## src/rtl/mem_port_arbiter.sv

```systemverilog
// mem_port_arbiter
// Shares the single unified memory port between instruction fetch (IF) and
// the load/store unit (LS). One requester is granted at a time. Its command
// is registered and presented to memory, and the response is routed back to
// the owner.
//
// Ports:
//   clk, rst_n        clock, asynchronous active-low reset
//   if_req/if_addr    fetch request and address; if_gnt grant (comb)
//   if_rvalid/rdata   fetch response (comb pass-through of memory response)
//   ls_req/we/addr/wdata/wstrb  load/store request; ls_gnt grant (comb)
//   ls_rvalid/rdata   load data or store-complete (comb pass-through)
//   mem_req/we/addr/wdata/wstrb registered command to memory
//   mem_ready         memory accepts the command this cycle
//   mem_rvalid/rdata  memory response or write-ack
//   sel               current owner, drives the address/data mux (0=IF, 1=LS)
//   busy              high whenever the sequencer is not idle
module mem_port_arbiter #(
  parameter int ADDR_W = 32,
  parameter int DATA_W = 32
) (
  input  logic                clk,
  input  logic                rst_n,
  input  logic                if_req,
  input  logic [ADDR_W-1:0]   if_addr,
  output logic                if_gnt,
  output logic                if_rvalid,
  output logic [DATA_W-1:0]   if_rdata,
  input  logic                ls_req,
  input  logic                ls_we,
  input  logic [ADDR_W-1:0]   ls_addr,
  input  logic [DATA_W-1:0]   ls_wdata,
  input  logic [DATA_W/8-1:0] ls_wstrb,
  output logic                ls_gnt,
  output logic                ls_rvalid,
  output logic [DATA_W-1:0]   ls_rdata,
  output logic                mem_req,
  output logic                mem_we,
  output logic [ADDR_W-1:0]   mem_addr,
  output logic [DATA_W-1:0]   mem_wdata,
  output logic [DATA_W/8-1:0] mem_wstrb,
  input  logic                mem_ready,
  input  logic                mem_rvalid,
  input  logic [DATA_W-1:0]   mem_rdata,
  output logic                sel,
  output logic                busy
);

  localparam int STRB_W = DATA_W / 8;

  typedef enum logic [1:0] {
    ST_IDLE = 2'd0,
    ST_CMD  = 2'd1,
    ST_RESP = 2'd2
  } state_e;

  state_e              state_q, state_d;
  logic                last_q, last_d;        // 1 = LS was granted last
  logic                sel_q, sel_d;
  logic                mem_req_q, mem_req_d;
  logic                busy_q, busy_d;
  logic                mem_we_q, mem_we_d;
  logic [ADDR_W-1:0]   mem_addr_q, mem_addr_d;
  logic [DATA_W-1:0]   mem_wdata_q, mem_wdata_d;
  logic [STRB_W-1:0]   mem_wstrb_q, mem_wstrb_d;

  logic                win_ls_s;
  logic                grant_ok_s;
  logic                resp_hit_s;

  // Arbitration: a lone requester wins; on a tie the one not granted last wins.
  always_comb begin
    win_ls_s = 1'b0;
    if (ls_req) begin
      if (if_req) begin
        win_ls_s = ~last_q;
      end else begin
        win_ls_s = 1'b1;
      end
    end else begin
      win_ls_s = 1'b0;
    end
  end

  // Grants only exist in IDLE; rst_n gating keeps them low while reset is held.
  assign grant_ok_s = rst_n && (state_q == ST_IDLE);
  assign if_gnt     = grant_ok_s && if_req && !win_ls_s;
  assign ls_gnt     = grant_ok_s && win_ls_s;

  // A response only counts in RESP; stray mem_rvalid elsewhere is dropped.
  assign resp_hit_s = (state_q == ST_RESP) && mem_rvalid;
  assign if_rvalid  = resp_hit_s && !sel_q;
  assign ls_rvalid  = resp_hit_s && sel_q;
  assign if_rdata   = mem_rdata;
  assign ls_rdata   = mem_rdata;

  assign mem_req    = mem_req_q;
  assign mem_we     = mem_we_q;
  assign mem_addr   = mem_addr_q;
  assign mem_wdata  = mem_wdata_q;
  assign mem_wstrb  = mem_wstrb_q;
  assign sel        = sel_q;
  assign busy       = busy_q;

  // Next-state and registered-output computation.
  always_comb begin
    state_d     = state_q;
    last_d      = last_q;
    sel_d       = sel_q;
    mem_req_d   = mem_req_q;
    busy_d      = busy_q;
    mem_we_d    = mem_we_q;
    mem_addr_d  = mem_addr_q;
    mem_wdata_d = mem_wdata_q;
    mem_wstrb_d = mem_wstrb_q;
    case (state_q)
      ST_IDLE: begin
        if (if_req || ls_req) begin
          state_d   = ST_CMD;
          mem_req_d = 1'b1;
          busy_d    = 1'b1;
          sel_d     = win_ls_s;
          last_d    = win_ls_s;
          if (win_ls_s) begin
            mem_we_d    = ls_we;
            mem_addr_d  = ls_addr;
            mem_wdata_d = ls_wdata;
            mem_wstrb_d = ls_wstrb;
          end else begin
            // Fetches are always reads with no byte lanes enabled.
            mem_we_d    = 1'b0;
            mem_addr_d  = if_addr;
            mem_wdata_d = {DATA_W{1'b0}};
            mem_wstrb_d = {STRB_W{1'b0}};
          end
        end else begin
          state_d = ST_IDLE;
        end
      end
      ST_CMD: begin
        if (mem_ready) begin
          state_d   = ST_RESP;
          mem_req_d = 1'b0;
        end else begin
          state_d = ST_CMD;
        end
      end
      ST_RESP: begin
        if (mem_rvalid) begin
          state_d = ST_IDLE;
          busy_d  = 1'b0;
        end else begin
          state_d = ST_RESP;
        end
      end
      default: begin
        state_d   = ST_IDLE;
        mem_req_d = 1'b0;
        busy_d    = 1'b0;
      end
    endcase
  end

  // State and command registers; reset aborts any in-flight transaction.
  always_ff @(posedge clk or negedge rst_n) begin
    if (!rst_n) begin
      state_q     <= ST_IDLE;
      last_q      <= 1'b1;
      sel_q       <= 1'b0;
      mem_req_q   <= 1'b0;
      busy_q      <= 1'b0;
      mem_we_q    <= 1'b0;
      mem_addr_q  <= {ADDR_W{1'b0}};
      mem_wdata_q <= {DATA_W{1'b0}};
      mem_wstrb_q <= {STRB_W{1'b0}};
    end else begin
      state_q     <= state_d;
      last_q      <= last_d;
      sel_q       <= sel_d;
      mem_req_q   <= mem_req_d;
      busy_q      <= busy_d;
      mem_we_q    <= mem_we_d;
      mem_addr_q  <= mem_addr_d;
      mem_wdata_q <= mem_wdata_d;
      mem_wstrb_q <= mem_wstrb_d;
    end
  end

endmodule

```

## config.mk

```make
export PLATFORM = sky130hd
export DESIGN_NAME = mem_port_arbiter
export DESIGN_NICKNAME = d
export VERILOG_FILES = /design/src/rtl/mem_port_arbiter.sv
export SDC_FILE = /design/constraint.sdc
export NUM_CORES = 1
export LEC_CHECK = 0
export ABC_CLOCK_PERIOD_IN_PS = 2900
export CELL_PAD_IN_SITES_DETAIL_PLACEMENT = 0
export CELL_PAD_IN_SITES_GLOBAL_PLACEMENT = 1
export CORE_ASPECT_RATIO = 0.7
export CORE_MARGIN = 4
export CORE_UTILIZATION = 25
export DETAILED_ROUTE_END_ITERATION = 7
export PLACE_DENSITY_LB_ADDON = 0.1
export SYNTH_ARGS = -nofsm -noshare
export SYNTH_HDL_FRONTEND = slang
export SYNTH_SLANG_ARGS = --single-unit
```

## constraint.sdc

```tcl
create_clock -name clk -period 2.9 [get_ports clk]
set_clock_uncertainty 0.1 [all_clocks]
set_input_delay 0.29 -clock clk [delete_from_list [all_inputs] [get_ports clk]]
set_output_delay 0.29 -clock clk [all_outputs]
set_load 0.1 [all_outputs]
```

* After elaboration in Yosys (flattened, before gate mapping)
Cells that the tools add are included.
** Cells by class
- Equal/unequal tests :: 5
- Mux-type cells :: 15
- Bitwise operators :: 3
- Reduce and logical (&&, ||, !) cells :: 14
** Operators by type and width (number)
- $mux W32 :: 2
- $logic_and A1 B1 Y1 :: 7
- $mux W1 :: 7
- $pmux W1 S3 :: 2
- $pmux W2 S3 :: 1
- $reduce_and A3 Y1 :: 2
- $mux W2 :: 2
- $mux W4 :: 1
- $ne A2 B2 Y1 const B :: 2
- $not A1 Y1 :: 3
- $eq A2 B1 Y1 const B :: 1
- $eq A2 B2 Y1 const B :: 1
- $logic_not A1 Y1 :: 2
- $logic_not A2 Y1 :: 1
- $ne A2 B1 Y1 const B :: 1
- $reduce_and A2 Y1 :: 1
- $logic_or A1 B1 Y1 :: 1
** Word-level totals
- Register bits :: 75
- Input port bits :: 139
- Output and inout port bits :: 140
- Word-level logic and storage cells :: 46

* Depth between registers and ports, before layout
- Depth in word-level cells :: 5
- Mapped depth :: 5
- Depth with buffers taken out :: 3

* Worst setup path after synthesis
Ideal clock, no wire load.
- Path type :: register -> output
- Start :: register sel_q (netlist: sel)
- End :: output if_rvalid
- Arrival :: 3.091 ns
- Required time :: 2.510 ns
- Path slack :: -0.581 ns
- Cell stages (with the launch flop) :: 2
- Path buffers :: 0
- Cell sequence :: dfrtp_1 nor3b_1
** Between the ends
- Longest elaborated chain between the ends :: 2
** RTL lines
- from (decl) :: RTL line 59 : logic sel_q, sel_d;
- from (signal assigned) :: RTL line 179 : sel_q <= sel_d;
- $logic_not A1 Y1 :: RTL line 92 : assign if_rvalid = resp_hit_s && !sel_q;
- $logic_and A1 B1 Y1 :: RTL line 92
- to (decl) :: RTL line 27 : output logic if_rvalid,
No other way between the ends.

* Final worst setup path
- Start :: input ls_req
- End :: output ls_gnt
** Between the ends
- Longest elaborated chain between the ends :: 2
** RTL lines
- from (decl) :: RTL line 29 : input logic ls_req,
- $mux W1 :: RTL line 74 : if (ls_req) begin
- $logic_and A1 B1 Y1 :: RTL line 88 : assign ls_gnt = grant_ok_s && win_ls_s;
- to (decl) :: RTL line 34 : output logic ls_gnt,
No other way between the ends.

==> reports/qor.txt <==
outcome - completed
GRT Overall Usage - 11.76%
Resize count post-CTS - 0
Final Critical Period - 2.120 ns
DIE HEIGHT - 109.5 microns
kind of path behind the tightest hold check - input pin to async pin
fillers - 1397
unrepaired setup endpoints after global routing - no
top cells by area, synth - dfrtp_1, mux2_2, buf_4
Slew @ Worst Pin - 0.6591 ns
Final WS setup - 0.7804 ns
Register Area - 1878 sq um
Setup Viol. Count Final - 0
Setup Crit Path Kind - input pin to primary output
CTS tree - yes
H-tree lvl count - 3
CP endpoint kind - primary output
share of cells above drive strength 1 - 41.83%
initial antenna violation count - 0
Detailed Route WL - 10140 microns
Slew Viols, Final - 0
area share of the largest cell type after synthesis - 50.34%
Iter 0 DRT Violations - 76
Routed Antenna Nets - 0
Core Region - 14140 sq um
RePlAce Congestion - 0.7406
register area share after synthesis - 51.05%
Worst-Skew Late Latency - 0.33 ns
register bit total from synthesis - 75
startpoint types - input pin
post-synthesis instance total - 277
GR Overflow Total - 0
first-pass GRT wire length - 15280 microns
Clock Path Buffers - 2
I/O Pins - 279
slew margin rel. - 56.06%
I/O Buffers - 182
Pre-antenna DRT Iters - 3
Non-Filler Instances - 594
# clock sinks - 75
largest net degree at the start of global routing - 52
DRC violations left - 0
clk root buf - clkbuf_16
placed cell count - 577
die area - 16750 sq um
max cap viols - 0
final worst-path cycle share - 73.09%
critical path arrival - 1.73 ns
n_diodes - 0
Vias/cell - 4.168
Worst EP required - 2.51 ns
vias in the first global route - 2604
Final Hold Fails - 0
setup TNS - 0 ns
top fanout value on the critical path - 30
wire per inst - 17.07 microns
area of the multi-input gates - 1215 sq um
post-synth top area cell - dfrtp_1
HPWL after DPL - 7526 microns
Starting Density - 26.01%
mapped cell area - 3679 sq um
fin nets - 538
fmax - 0.4718 GHz
CTS Buf Count - 9
library cells used by synthesis - 24
Area growth, synth to finish - 46.97%
dpl ws - 0.5972 ns
overall via count from detail_route - 2476
row cnt - 36
clock slew at reported path FFs - 0.06 ns
Die Span X - 153.0 microns
Synth Net Count - 416
final instance area - 5406 sq um
synth warn - 0
syn avg cell area - 13.28 sq um
placed cell area - 5071 sq um
-- final timing paths --
check | startpoint | to | depth (start not counted) | slack, ns
max in group asynchronous | rst_n | mem_addr[3]$_DFFE_PN0P_ | 3 | 1.40
min in group clk | mem_wdata[9]$_DFFE_PN0P_ | mem_wdata[9]$_DFFE_PN0P_ | 1 | 0.40
max reg2reg | state_q[0]$_DFF_PN0_ | mem_wdata[13]$_DFFE_PN0P_ | 4 | 1.10
min reg2reg | mem_wdata[9]$_DFFE_PN0P_ | mem_wdata[9]$_DFFE_PN0P_ | 1 | 0.40
min | rst_n | mem_addr[4]$_DFFE_PN0P_ | 2 | 0.32
max | ls_req | ls_gnt | 5 | 0.78
-- per-layer routing --
metal / track usage (%) / vias to the layer above / wire length (microns)
li1: - / 1171 / -
met1: 16.02 / 1170 / 4682
met2: 17.41 / 117 / 4610
met3: 4.052 / 18 / 674
met4: 4.259 / 0 / 174
met5: 0 / - / 0
-- kinds of logic (layout without fill, tap and decap cells) --
| logic type | after synthesis | in the layout | synth area share (%) |
|---|---|---|---|
| multiplexers | 64 | 64 | 19.59 |
| AND/OR/NAND/NOR | 13 | 13 | 2.347 |
| AO/OA/AOI/OAI | 46 | 46 | 10.65 |
| buffers and inverters | 79 | 206 | 16.36 |
| flip-flops | 75 | 75 | 51.05 |
-- critical path, stage by stage --
cell and delay, ns:
clkdlybuf4s50_1 0.55, a21boi_4 0.24, buf_12 0.22, and3_1 0.23
buf_12 0.18
-- synthesized netlist by cell type, drive strengths merged --
cell and n:
dfrtp 74, nand3 1, o21ai 4, o21a 1
buf 76, nand2 2, nor3b 1, o22ai 1
nor2 3, a21o 2, and3b 1, a22o 37
mux2 64, nor3 1, clkbuf 2, and3 1
inv 1, dfstp 1, a21boi 1, nand2b 2
and4b 1
-- sequential cells by signal, indices dropped and copies added, names as in the netlist --
signal and count:
mem_wstrb 4, mem_we 1, sel 1, state_q 2, mem_addr 32, busy 1, last_q 1, mem_req 1
mem_wdata 32
-- metrics by stage --
stage	hold WS [ns]	util, %
floorplan	-0.1056	-
global placement	0.1378	35.85
finish	0.3177	38.23
detailed placement	0.1367	35.85
CTS	0.3261	38.23
global route	0.3479	38.23
-- what timing repair did --
item                      in CTS  in global routing
buffers inserted               0                  0
hold endpoints to repair      23                  0
hold buffers                   1                  0
-- cells in the final DEF (no fill, tap or decap) --
cell / n
inv_1: 1
dlygate4sd3_1: 1
clkbuf_16: 9
and4b_1: 1
dfstp_2: 1
o22ai_1: 1
buf_12: 5
and3_1: 1
clkinvlp_4: 3
clkdlybuf4s50_1: 105
inv_6: 2
nand3_1: 1
nor3b_2: 1
o21ai_0: 3
nand2b_1: 2
and3b_2: 1
nand2_1: 2
dfrtp_1: 74
a22o_1: 37
a21boi_4: 1
nor3_4: 1
o21a_1: 1
buf_4: 78
a21o_1: 2
o21ai_4: 1
mux2_2: 64
bufinv_16: 2
nor2_1: 3
-- final cells by class --
class	count	area share [%]
flip-flops and latches	75	34.74
repair buffers	189	32.31
well taps	190	4.397
clock inverters	7	1.851
clock buffers	9	4.166
inverters	1	0.06943
multi-input cells	123	22.47
Power is left out: the tool's default activity adds up to more than one toggle a clock period on the data nets, which glitch-free logic cannot reach.
